**src/rtl/alu_operand_issue_if.sv**
```systemverilog
// Handshake bundle between the decode stage, the writeback forwarding bus and the ALU.
// The slave modport is the issue buffer's view; master is the driving side.
interface alu_operand_issue_if #(
    parameter int DATA_W = 32,
    parameter int REG_AW = 5
);
    logic              in_valid;
    logic              in_ready;
    logic [3:0]        in_op;
    logic [REG_AW-1:0] in_rs_idx;
    logic [REG_AW-1:0] in_rt_idx;
    logic [DATA_W-1:0] in_rs_data;
    logic [DATA_W-1:0] in_rt_data;
    logic [REG_AW-1:0] in_rd_idx;
    logic [15:0]       in_imm;
    logic [4:0]        in_shamt;
    logic [1:0]        in_b_sel;

    logic              fwd_valid;
    logic [REG_AW-1:0] fwd_rd;
    logic [DATA_W-1:0] fwd_data;

    logic              out_valid;
    logic              out_ready;
    logic [3:0]        out_control_signal;
    logic [DATA_W-1:0] out_world_a;
    logic [DATA_W-1:0] out_world_b;
    logic [REG_AW-1:0] out_rd;

    modport slave (
        input  in_valid, in_op, in_rs_idx, in_rt_idx, in_rs_data, in_rt_data,
               in_rd_idx, in_imm, in_shamt, in_b_sel,
               fwd_valid, fwd_rd, fwd_data, out_ready,
        output in_ready, out_valid, out_control_signal, out_world_a, out_world_b, out_rd
    );

    modport master (
        output in_valid, in_op, in_rs_idx, in_rt_idx, in_rs_data, in_rt_data,
               in_rd_idx, in_imm, in_shamt, in_b_sel,
               fwd_valid, fwd_rd, fwd_data, out_ready,
        input  in_ready, out_valid, out_control_signal, out_world_a, out_world_b, out_rd
    );
endinterface

```
**src/rtl/alu_operand_issue.sv**
```systemverilog
// ALU issue buffer: builds operands at capture, keeps register operands fresh by
// snooping the writeback bus, and presents ops in order through a small FIFO.
module alu_operand_issue #(
    parameter int DATA_W = 32,
    parameter int REG_AW = 5,
    parameter int DEPTH  = 2
) (
    input  logic               clk,
    input  logic               rst,
    alu_operand_issue_if.slave bus
);
    localparam int PTR_W = (DEPTH > 1) ? $clog2(DEPTH) : 1;
    localparam int CNT_W = $clog2(DEPTH + 1);

    typedef struct packed {
        logic [3:0]        op;
        logic [REG_AW-1:0] rd;
        logic [REG_AW-1:0] a_idx;
        logic [REG_AW-1:0] b_idx;
        logic              a_is_reg;
        logic              b_is_reg;
        logic [DATA_W-1:0] a;
        logic [DATA_W-1:0] b;
    } entry_t;

    logic [CNT_W-1:0] count_reg, count_next;
    logic [PTR_W-1:0] rd_ptr_reg, rd_ptr_next;
    logic [PTR_W-1:0] wr_ptr_reg, wr_ptr_next;

    entry_t [DEPTH-1:0] ent_all;
    entry_t             new_entry;
    entry_t             head;

    logic push;
    logic pop;
    logic out_valid_int;

    assign bus.in_ready  = rst || (count_reg < CNT_W'(DEPTH));
    assign out_valid_int = !rst && (count_reg != '0);
    assign push          = !rst && bus.in_valid && (count_reg < CNT_W'(DEPTH));
    assign pop           = out_valid_int && bus.out_ready;

    // Operand capture: shift ops take A from rt; index 0 is hard zero.
    logic [REG_AW-1:0] a_src_idx;
    logic [DATA_W-1:0] a_src_data;
    logic [DATA_W-1:0] a_val;
    logic [DATA_W-1:0] rt_val;

    always_comb begin
        a_src_idx  = (bus.in_b_sel == 2'b11) ? bus.in_rt_idx  : bus.in_rs_idx;
        a_src_data = (bus.in_b_sel == 2'b11) ? bus.in_rt_data : bus.in_rs_data;

        if (a_src_idx == '0)
            a_val = '0;
        else if (bus.fwd_valid && (bus.fwd_rd == a_src_idx))
            a_val = bus.fwd_data;
        else
            a_val = a_src_data;

        if (bus.in_rt_idx == '0)
            rt_val = '0;
        else if (bus.fwd_valid && (bus.fwd_rd == bus.in_rt_idx))
            rt_val = bus.fwd_data;
        else
            rt_val = bus.in_rt_data;

        new_entry          = '0;
        new_entry.op       = bus.in_op;
        new_entry.rd       = bus.in_rd_idx;
        new_entry.a_idx    = a_src_idx;
        new_entry.b_idx    = bus.in_rt_idx;
        new_entry.a_is_reg = (a_src_idx != '0);
        new_entry.b_is_reg = (bus.in_b_sel == 2'b00) && (bus.in_rt_idx != '0);
        new_entry.a        = a_val;
        unique case (bus.in_b_sel)
            2'b00:   new_entry.b = rt_val;
            2'b01:   new_entry.b = {{(DATA_W-16){bus.in_imm[15]}}, bus.in_imm};
            2'b10:   new_entry.b = {{(DATA_W-16){1'b0}}, bus.in_imm};
            default: new_entry.b = {{(DATA_W-5){1'b0}}, bus.in_shamt};
        endcase
    end

    // Each slot either loads a fresh op or snoops writeback for its register operands.
    genvar gi;
    generate
        for (gi = 0; gi < DEPTH; gi++) begin : g_entry
            entry_t ent_reg;
            logic   load;
            logic   hit_a;
            logic   hit_b;

            assign load  = push && (wr_ptr_reg == PTR_W'(gi));
            assign hit_a = bus.fwd_valid && ent_reg.a_is_reg && (ent_reg.a_idx == bus.fwd_rd);
            assign hit_b = bus.fwd_valid && ent_reg.b_is_reg && (ent_reg.b_idx == bus.fwd_rd);

            always_ff @(posedge clk) begin
                if (rst) begin
                    ent_reg <= '0;
                end else if (load) begin
                    ent_reg <= new_entry;
                end else begin
                    if (hit_a)
                        ent_reg.a <= bus.fwd_data;
                    if (hit_b)
                        ent_reg.b <= bus.fwd_data;
                end
            end

            assign ent_all[gi] = ent_reg;
        end
    endgenerate

    always_comb begin
        count_next  = count_reg;
        rd_ptr_next = rd_ptr_reg;
        wr_ptr_next = wr_ptr_reg;
        if (push)
            wr_ptr_next = (wr_ptr_reg == PTR_W'(DEPTH - 1)) ? '0 : wr_ptr_reg + 1'b1;
        if (pop)
            rd_ptr_next = (rd_ptr_reg == PTR_W'(DEPTH - 1)) ? '0 : rd_ptr_reg + 1'b1;
        if (push && !pop)
            count_next = count_reg + 1'b1;
        else if (pop && !push)
            count_next = count_reg - 1'b1;
    end

    always_ff @(posedge clk) begin
        if (rst) begin
            count_reg  <= '0;
            rd_ptr_reg <= '0;
            wr_ptr_reg <= '0;
        end else begin
            count_reg  <= count_next;
            rd_ptr_reg <= rd_ptr_next;
            wr_ptr_reg <= wr_ptr_next;
        end
    end

    // Data outputs are forced to zero whenever no valid head is presented.
    assign head                   = ent_all[rd_ptr_reg];
    assign bus.out_valid          = out_valid_int;
    assign bus.out_control_signal = out_valid_int ? head.op : 4'h0;
    assign bus.out_world_a        = out_valid_int ? head.a  : '0;
    assign bus.out_world_b        = out_valid_int ? head.b  : '0;
    assign bus.out_rd             = out_valid_int ? head.rd : '0;
endmodule

```
**src/flat_wrapper.sv**
```systemverilog
// flat-port wrapper written by rule: the top's interface ports become plain ports
module alu_operand_issue_flat 
#(
    parameter int DATA_W = 32,
    parameter int REG_AW = 5,
    parameter int DEPTH  = 2
)
  (clk, rst, bus_in_valid, bus_in_op, bus_in_rs_idx, bus_in_rt_idx, bus_in_rs_data, bus_in_rt_data, bus_in_rd_idx, bus_in_imm, bus_in_shamt, bus_in_b_sel, bus_fwd_valid, bus_fwd_rd, bus_fwd_data, bus_out_ready, bus_in_ready, bus_out_valid, bus_out_control_signal, bus_out_world_a, bus_out_world_b, bus_out_rd);
  alu_operand_issue_if #(.DATA_W(DATA_W), .REG_AW(REG_AW)) bus_i ();
  input  logic clk;
  input  logic rst;
  input wire logic [$bits(bus_i.in_valid)-1:0] bus_in_valid;
  input wire logic [$bits(bus_i.in_op)-1:0] bus_in_op;
  input wire logic [$bits(bus_i.in_rs_idx)-1:0] bus_in_rs_idx;
  input wire logic [$bits(bus_i.in_rt_idx)-1:0] bus_in_rt_idx;
  input wire logic [$bits(bus_i.in_rs_data)-1:0] bus_in_rs_data;
  input wire logic [$bits(bus_i.in_rt_data)-1:0] bus_in_rt_data;
  input wire logic [$bits(bus_i.in_rd_idx)-1:0] bus_in_rd_idx;
  input wire logic [$bits(bus_i.in_imm)-1:0] bus_in_imm;
  input wire logic [$bits(bus_i.in_shamt)-1:0] bus_in_shamt;
  input wire logic [$bits(bus_i.in_b_sel)-1:0] bus_in_b_sel;
  input wire logic [$bits(bus_i.fwd_valid)-1:0] bus_fwd_valid;
  input wire logic [$bits(bus_i.fwd_rd)-1:0] bus_fwd_rd;
  input wire logic [$bits(bus_i.fwd_data)-1:0] bus_fwd_data;
  input wire logic [$bits(bus_i.out_ready)-1:0] bus_out_ready;
  output wire logic [$bits(bus_i.in_ready)-1:0] bus_in_ready;
  output wire logic [$bits(bus_i.out_valid)-1:0] bus_out_valid;
  output wire logic [$bits(bus_i.out_control_signal)-1:0] bus_out_control_signal;
  output wire logic [$bits(bus_i.out_world_a)-1:0] bus_out_world_a;
  output wire logic [$bits(bus_i.out_world_b)-1:0] bus_out_world_b;
  output wire logic [$bits(bus_i.out_rd)-1:0] bus_out_rd;
  assign bus_i.in_valid = bus_in_valid;
  assign bus_i.in_op = bus_in_op;
  assign bus_i.in_rs_idx = bus_in_rs_idx;
  assign bus_i.in_rt_idx = bus_in_rt_idx;
  assign bus_i.in_rs_data = bus_in_rs_data;
  assign bus_i.in_rt_data = bus_in_rt_data;
  assign bus_i.in_rd_idx = bus_in_rd_idx;
  assign bus_i.in_imm = bus_in_imm;
  assign bus_i.in_shamt = bus_in_shamt;
  assign bus_i.in_b_sel = bus_in_b_sel;
  assign bus_i.fwd_valid = bus_fwd_valid;
  assign bus_i.fwd_rd = bus_fwd_rd;
  assign bus_i.fwd_data = bus_fwd_data;
  assign bus_i.out_ready = bus_out_ready;
  assign bus_in_ready = bus_i.in_ready;
  assign bus_out_valid = bus_i.out_valid;
  assign bus_out_control_signal = bus_i.out_control_signal;
  assign bus_out_world_a = bus_i.out_world_a;
  assign bus_out_world_b = bus_i.out_world_b;
  assign bus_out_rd = bus_i.out_rd;
  alu_operand_issue #(.DATA_W(DATA_W), .REG_AW(REG_AW), .DEPTH(DEPTH)) u_core (.clk(clk), .rst(rst), .bus(bus_i));
endmodule
```
**config.mk**
```make
export PLATFORM = sky130hd
export DESIGN_NAME = alu_operand_issue_flat
export DESIGN_NICKNAME = d
export VERILOG_FILES = /design/src/rtl/alu_operand_issue_if.sv /design/src/rtl/alu_operand_issue.sv /design/src/flat_wrapper.sv
export SDC_FILE = /design/constraint.sdc
export NUM_CORES = 1
export LEC_CHECK = 0
export CELL_PAD_IN_SITES_DETAIL_PLACEMENT = 1
export CELL_PAD_IN_SITES_GLOBAL_PLACEMENT = 1
export CORE_MARGIN = 2
export CORE_UTILIZATION = 38
export CTS_BUF_LIST = sky130_fd_sc_hd__clkbuf_8
export CTS_CLUSTER_DIAMETER = 120
export DETAILED_ROUTE_END_ITERATION = 10
export PLACE_DENSITY = 0.86
export SLEW_MARGIN = 20
export SYNTH_ARGS = -nofsm -noshare
export SYNTH_HDL_FRONTEND = slang
export SYNTH_SLANG_ARGS = --single-unit
```
**constraint.sdc**
```tcl
create_clock -name clk -period 2.5 [get_ports clk]
set_clock_uncertainty 0.15 [all_clocks]
set_input_delay 0.5 -clock clk [delete_from_list [all_inputs] [get_ports clk]]
set_output_delay 0.5 -clock clk [all_outputs]
set_load 0.02 [all_outputs]
```
* Word-level counts from Yosys, hierarchy flattened
Cells that the tools add are included.
Storage, ports and cells: bits in registers 174, input bits 148, output and inout port bits 75, word-level logic and storage cells 92
Cells by class: add/sub/neg operators 4, $lt $le $gt $ge 2, equal/unequal tests 9, mux-type cells 23, bitwise logic cells 1, reductions and logical operators 34
Operators with widths (count):
- $mux W32 | 11
- $mux W85 | 2
- $mux W64 | 2
- $pmux W32 S3 | 1
- $eq A5 B5 Y1 | 6
- $logic_and A1 B1 Y1 | 19
- $reduce_bool A2 Y1 | 6
- $logic_not A5 Y1 | 2
- $mux W5 | 2
- $reduce_bool A5 Y1 | 2
- $eq A2 B2 Y1 const B | 2
- $mux W2 | 2
- $mux W4 | 1
- $logic_not A1 Y1 | 3
- $add A1 B1 Y1 const B | 2
- $add A2 B1 Y2 const B | 1
- $eq A2 B1 Y1 const B | 1
- $logic_not A2 Y1 | 1
- $lt A1 B2 Y1 const B | 1
- $lt A2 B2 Y1 const B | 1
- $mux W1 | 2
- $sub A2 B1 Y2 const B | 1
- $logic_or A1 B1 Y1 | 1
- $not A1 Y1 | 1

* Depth between registers and ports, before layout
depth after elaboration 7, mapped depth 9, mapped depth without buffers 8

* Worst setup path after synthesis
OpenSTA, ideal clock, no wires.
path type input-to-output, from input port rst, to output port bus_out_control_signal[0], arrival time 1688 ps, data required time 1850 ps, path slack 162 ps, stages 5, path buffers 3, cell sequence clkbuf_1 > or2_2 > clkbuf_1 > clkbuf_1 > nor2_1
On the way: cells in the longest elaborated chain, start to end 3
RTL lines:
- start, declared | line flat_wrapper.sv:11 | input logic rst;
- $logic_not A1 Y1 | line alu_operand_issue.sv:39 | assign out_valid_int = !rst && (count_reg != '0);
- $logic_and A1 B1 Y1 | line alu_operand_issue.sv:39
- $mux W4 | line alu_operand_issue.sv:142 | assign bus.out_control_signal = out_valid_int ? head.op : 4'h0;
- end, declared | line flat_wrapper.sv:28 | output wire logic [$bits(bus_i.out_control_signal)-1:0] bus_out_control_signal;
No other way between the ends.

* Final worst setup path
from input port bus_fwd_rd[2], to register u_core.g_entry[0].ent_reg (netlist bit u_core.ent_all[9])
On the way: cells in the longest elaborated chain, start to end 6, elaborated cells on any way between the ends 9, classes of those cells eq/ne (2); mux (4); reduce/logical (3)
RTL lines:
- start, declared | line flat_wrapper.sv:23 | input wire logic [$bits(bus_i.fwd_rd)-1:0] bus_fwd_rd;
- $eq A5 B5 Y1 | line alu_operand_issue.sv:62 | else if (bus.fwd_valid && (bus.fwd_rd == bus.in_rt_idx))
- $logic_and A1 B1 Y1 | line alu_operand_issue.sv:62
- $mux W32 | line alu_operand_issue.sv:62
- $mux W32 | line alu_operand_issue.sv:60 | if (bus.in_rt_idx == '0)
- $pmux W32 S3 | line alu_operand_issue.sv:75 | unique case (bus.in_b_sel)
- $mux W64 | line alu_operand_issue.sv:99 | end else if (load) begin
- end signal, assigned | line alu_operand_issue.sv:100 | ent_reg <= new_entry;
- end, declared | line alu_operand_issue.sv:87 | entry_t ent_reg;
Several ways; a longest one is shown, not always the timed one. A chain may end at the register's enable or synchronous reset.

==> results_dict.tcl <==
set metrics [dict create \
    outcome "finished, violations left" \
    violations "setup timing" \
    yosysSeqAreaShare_pct 35.4 \
    holdPathStages 2 \
    clkSinkCount 174 \
    synth_common_cells "dfxtp_1, mux2i_1, nand2_1" \
    vias_per_cell 6.06 \
    drt_first_iter_violations 761 \
    layout-drive-gt1-share_pct 20.1 \
    htree_levels 4 \
    synth_xor_area_share_pct 2.67 \
    worst_path_max_delay_cell "clkdlybuf4s50_1" \
    instances_no_fill 1801 \
    rsz0062_at_grt "yes" \
    path_max_fanout 27 \
    antenna_found_initial 0 \
    grt_pass1_wl_um 62800 \
    hp-class "reg -> reg" \
    cap_violations 0 \
    hp-start "u_core.ent_all[77]$_SDFFE_PP0P_" \
    coreArea_mm2 0.0253 \
    grt_max_degree 56 \
    synthTopCellsByArea "dfxtp_1, mux2i_1, o221ai_1, nand2_1, o21ai_0" \
    start_kind "input pin" \
    drv_slew 0 \
    path_delay_family "buffers and inverters" \
    setup_violations 1 \
    cts_hold_buffers 0 \
    gr-total-overflow 0 \
    synth_top_family_by_area "compound AO/OA/AOI/OAI gates" \
    cp.arrival_ps 2730 \
    cp-end-kind "flop" \
    layout.nets 1606 \
    synth_edf_count 0 \
    synth_cell_types 54 \
    io_buffers 222 \
    grt_usage_pct 29.8 \
    max_clock_freq_mhz 398 \
    min_to "u_core.ent_all[77]$_SDFFE_PP0P_" \
    synth_simple_gate_area_share_pct 17.7 \
    drt-total-wl_um 42000 \
    powerDensity_mw_per_mm2 536 \
    path_cells "clkdlybuf4s50_1 > xnor2_2 > buf_4 > and4_1 > buf_12 > nand3_1 > a21o_1 > a221oi_1" \
    drc 0 \
    drtPass1Iterations 5 \
    cp_slowest_stage_delay_ps 630 \
    clk_path_buf_depth 2 \
    vdd_ir_drop_max_mv 0.295 \
    die-area_mm2 0.0272 \
    num_rows 58 \
    reg2reg_depth 7 \
    ant_nets 0 \
    r2r_start "u_core.count_reg[1]$_SDFFE_PP0P_" \
    synthMuxAreaShare_pct 13.4 \
    clock-root-buffer "clkbuf_8" \
    ys_async_sr_fraction_pct 0 \
    yosys_warnings 0 \
    synth_area_mm2 0.00985 \
    avgSynthCellArea_um2 8.19 \
    synth.most_common_cell "dfxtp_1" \
    multi_input_area_mm2 0.00597 \
    crit_required_ps 2720 \
    largest_reg_flops 170 \
    wl_per_cell_um 23.3 \
    worst_pin_slew_ps 690 \
    worst_skew_pair.late_latency_ps 490 \
    routabilityCongestion 0.859 \
    synth_nets 1351 \
    reg2reg_slack_ps 220 \
    fin_ws_ps -14.5 \
    ios 223 \
    p_leak_nw 5.22 \
    synth_area_leader_cell "dfxtp_1" \
    fin_crit_ps 2510 \
    clk_pin_slew_worst_paths_ps 110 \
    grt_pass1_vias 11400 \
    dp_cells 1749 \
    fillers 2988 \
    syn2layout_area_growth_pct 41.3 \
    fin_util_pct 54.9 \
    path_buf_inv 3 \
    seq_area_mm2 0.00349 \
    finalHoldViolCount 0 \
    initial_core_util_pct 38.9 \
    ys.flop_type "dfxtp_1" \
    cts_tree "built" \
    die_w_um 165 \
    synth_compound_area_share_pct 24.2 \
    ys_ff_latch 174 \
    r2r-end "u_core.ent_all[37]$_SDFFE_PP0P_" \
    vias 10900 \
    synthAdderAreaFrac_pct 0.127 \
    cts_made_buffers 17 \
    netlist.area_leader.share_pct 35.4 \
    slew_headroom_pct 54.0 \
    place_hpwl_um 28700 \
    syn_inst 1202 \
    die_h_um 165 \
    fin_crit_sh_pct 101 \
    path_class "in -> reg" \
]
==> worst reg2reg max path, stage by stage, from the launching register on <==
cell	delay, ps
dfxtp_1	330
buf_4	150
nor3b_2	250
nand2b_2	130
or3_4	420
o31a_2	360
buf_12	180
o221ai_1	230
==> logic make-up after synthesis <==
family	after synthesis
AND/OR/NAND/NOR	372
AO/OA/AOI/OAI	342
flip-flops	174
buffers and inverters	151
multiplexers	132
XOR/XNOR	30
adder cells (fa/ha/maj)	1
==> cell usage in the layout, fill, tap and decap left out, types with 8 or more instances in the layout <==
| cell | netlist | layout |
|---|---|---|
| dfxtp_1 | 174 | 172 |
| clkdlybuf4s50_1 | 0 | 145 |
| nand2_1 | 127 | 127 |
| mux2i_1 | 132 | 119 |
| buf_4 | 2 | 91 |
| o21ai_0 | 84 | 84 |
| nor2_1 | 96 | 83 |
| nand3_1 | 72 | 72 |
| a21oi_1 | 70 | 69 |
| o221ai_1 | 62 | 62 |
| buf_2 | 23 | 50 |
| buf_12 | 0 | 36 |
| inv_1 | 34 | 34 |
| a221oi_1 | 32 | 31 |
| a21o_1 | 27 | 27 |
| nand3b_1 | 20 | 20 |
| xor2_1 | 18 | 18 |
| a2bb2oi_1 | 17 | 17 |
| clkbuf_8 | 0 | 17 |
| nor2_2 | 1 | 14 |
| a211oi_1 | 13 | 13 |
| xnor2_1 | 12 | 10 |
| clkdlybuf4s15_2 | 0 | 9 |
| and3_1 | 8 | 8 |
| nor4_1 | 9 | 8 |
==> where the power goes <==
group,internal (mW),switching [mW]
Combinational,1.01,1.15
Sequential,2.99,0.141
Clock,1.00,1.17
Total,5.00,2.46
==> per-stage QoR <==
step,instance area [um2],hold slack [ps],TNS (ps),setup slack (ps),power [mW]
after floorplan,9850,282,0,162,4.14
after global placement,13300,290,-46500,-473,5.06
after detailed placement,13300,298,-57290,-604,5.14
after CTS,13800,300,-365,-88.4,7.33
after global routing,13900,316,-256,-75.1,7.71
final,13900,314,-14.5,-14.5,7.46
==> timing repair <==
action | in CTS | in global routing
hold endpoints to repair | 0 | 0
setup buffers | 4 | 12
cloned | 3 | 1
pin swaps | 1 | 0
resized for setup | 258 | 50
endpoints found under the setup margin | 137 | 61
==> metal layers <==
layer	wire (um)	vias up	track usage, %
li1	-	4894	-
met1	17200	5437	36.5
met2	20900	486	51.8
met3	2670	104	4.22
met4	1300	0	13.7
met5	0	-	0
==> area by class of cell <==
class	count	area share [%]
Multi-Input combinational cell	877	42.9
Timing Repair Buffer	353	25.1
Sequential cell	174	25.1
Tap cell	330	2.97
Clock buffer	17	1.68
Clock inverter	14	1.31
Inverter	34	0.917
Antenna cell	2	0.0360
==> worst max path at each step <==
stage,slack (ps),start,endpoint,cells past startpoint
2_1_floorplan,160,rst,bus_out_control_signal[0],5
3_3_place_gp,-470,bus_in_b_sel[1],u_core.ent_all[49]$_SDFFE_PP0P_,9
3_5_place_dp,-600,bus_in_b_sel[1],u_core.ent_all[37]$_SDFFE_PP0P_,8
4_1_cts,-90,u_core.rd_ptr_reg$_SDFFE_PP0P_,bus_out_world_b[1],5
5_1_grt,-80,bus_fwd_rd[2],u_core.ent_all[9]$_SDFFE_PP0P_,8
6_report,-10,bus_fwd_rd[2],u_core.ent_all[9]$_SDFFE_PP0P_,8
Note: power is estimated with default switching activity, not from simulation.
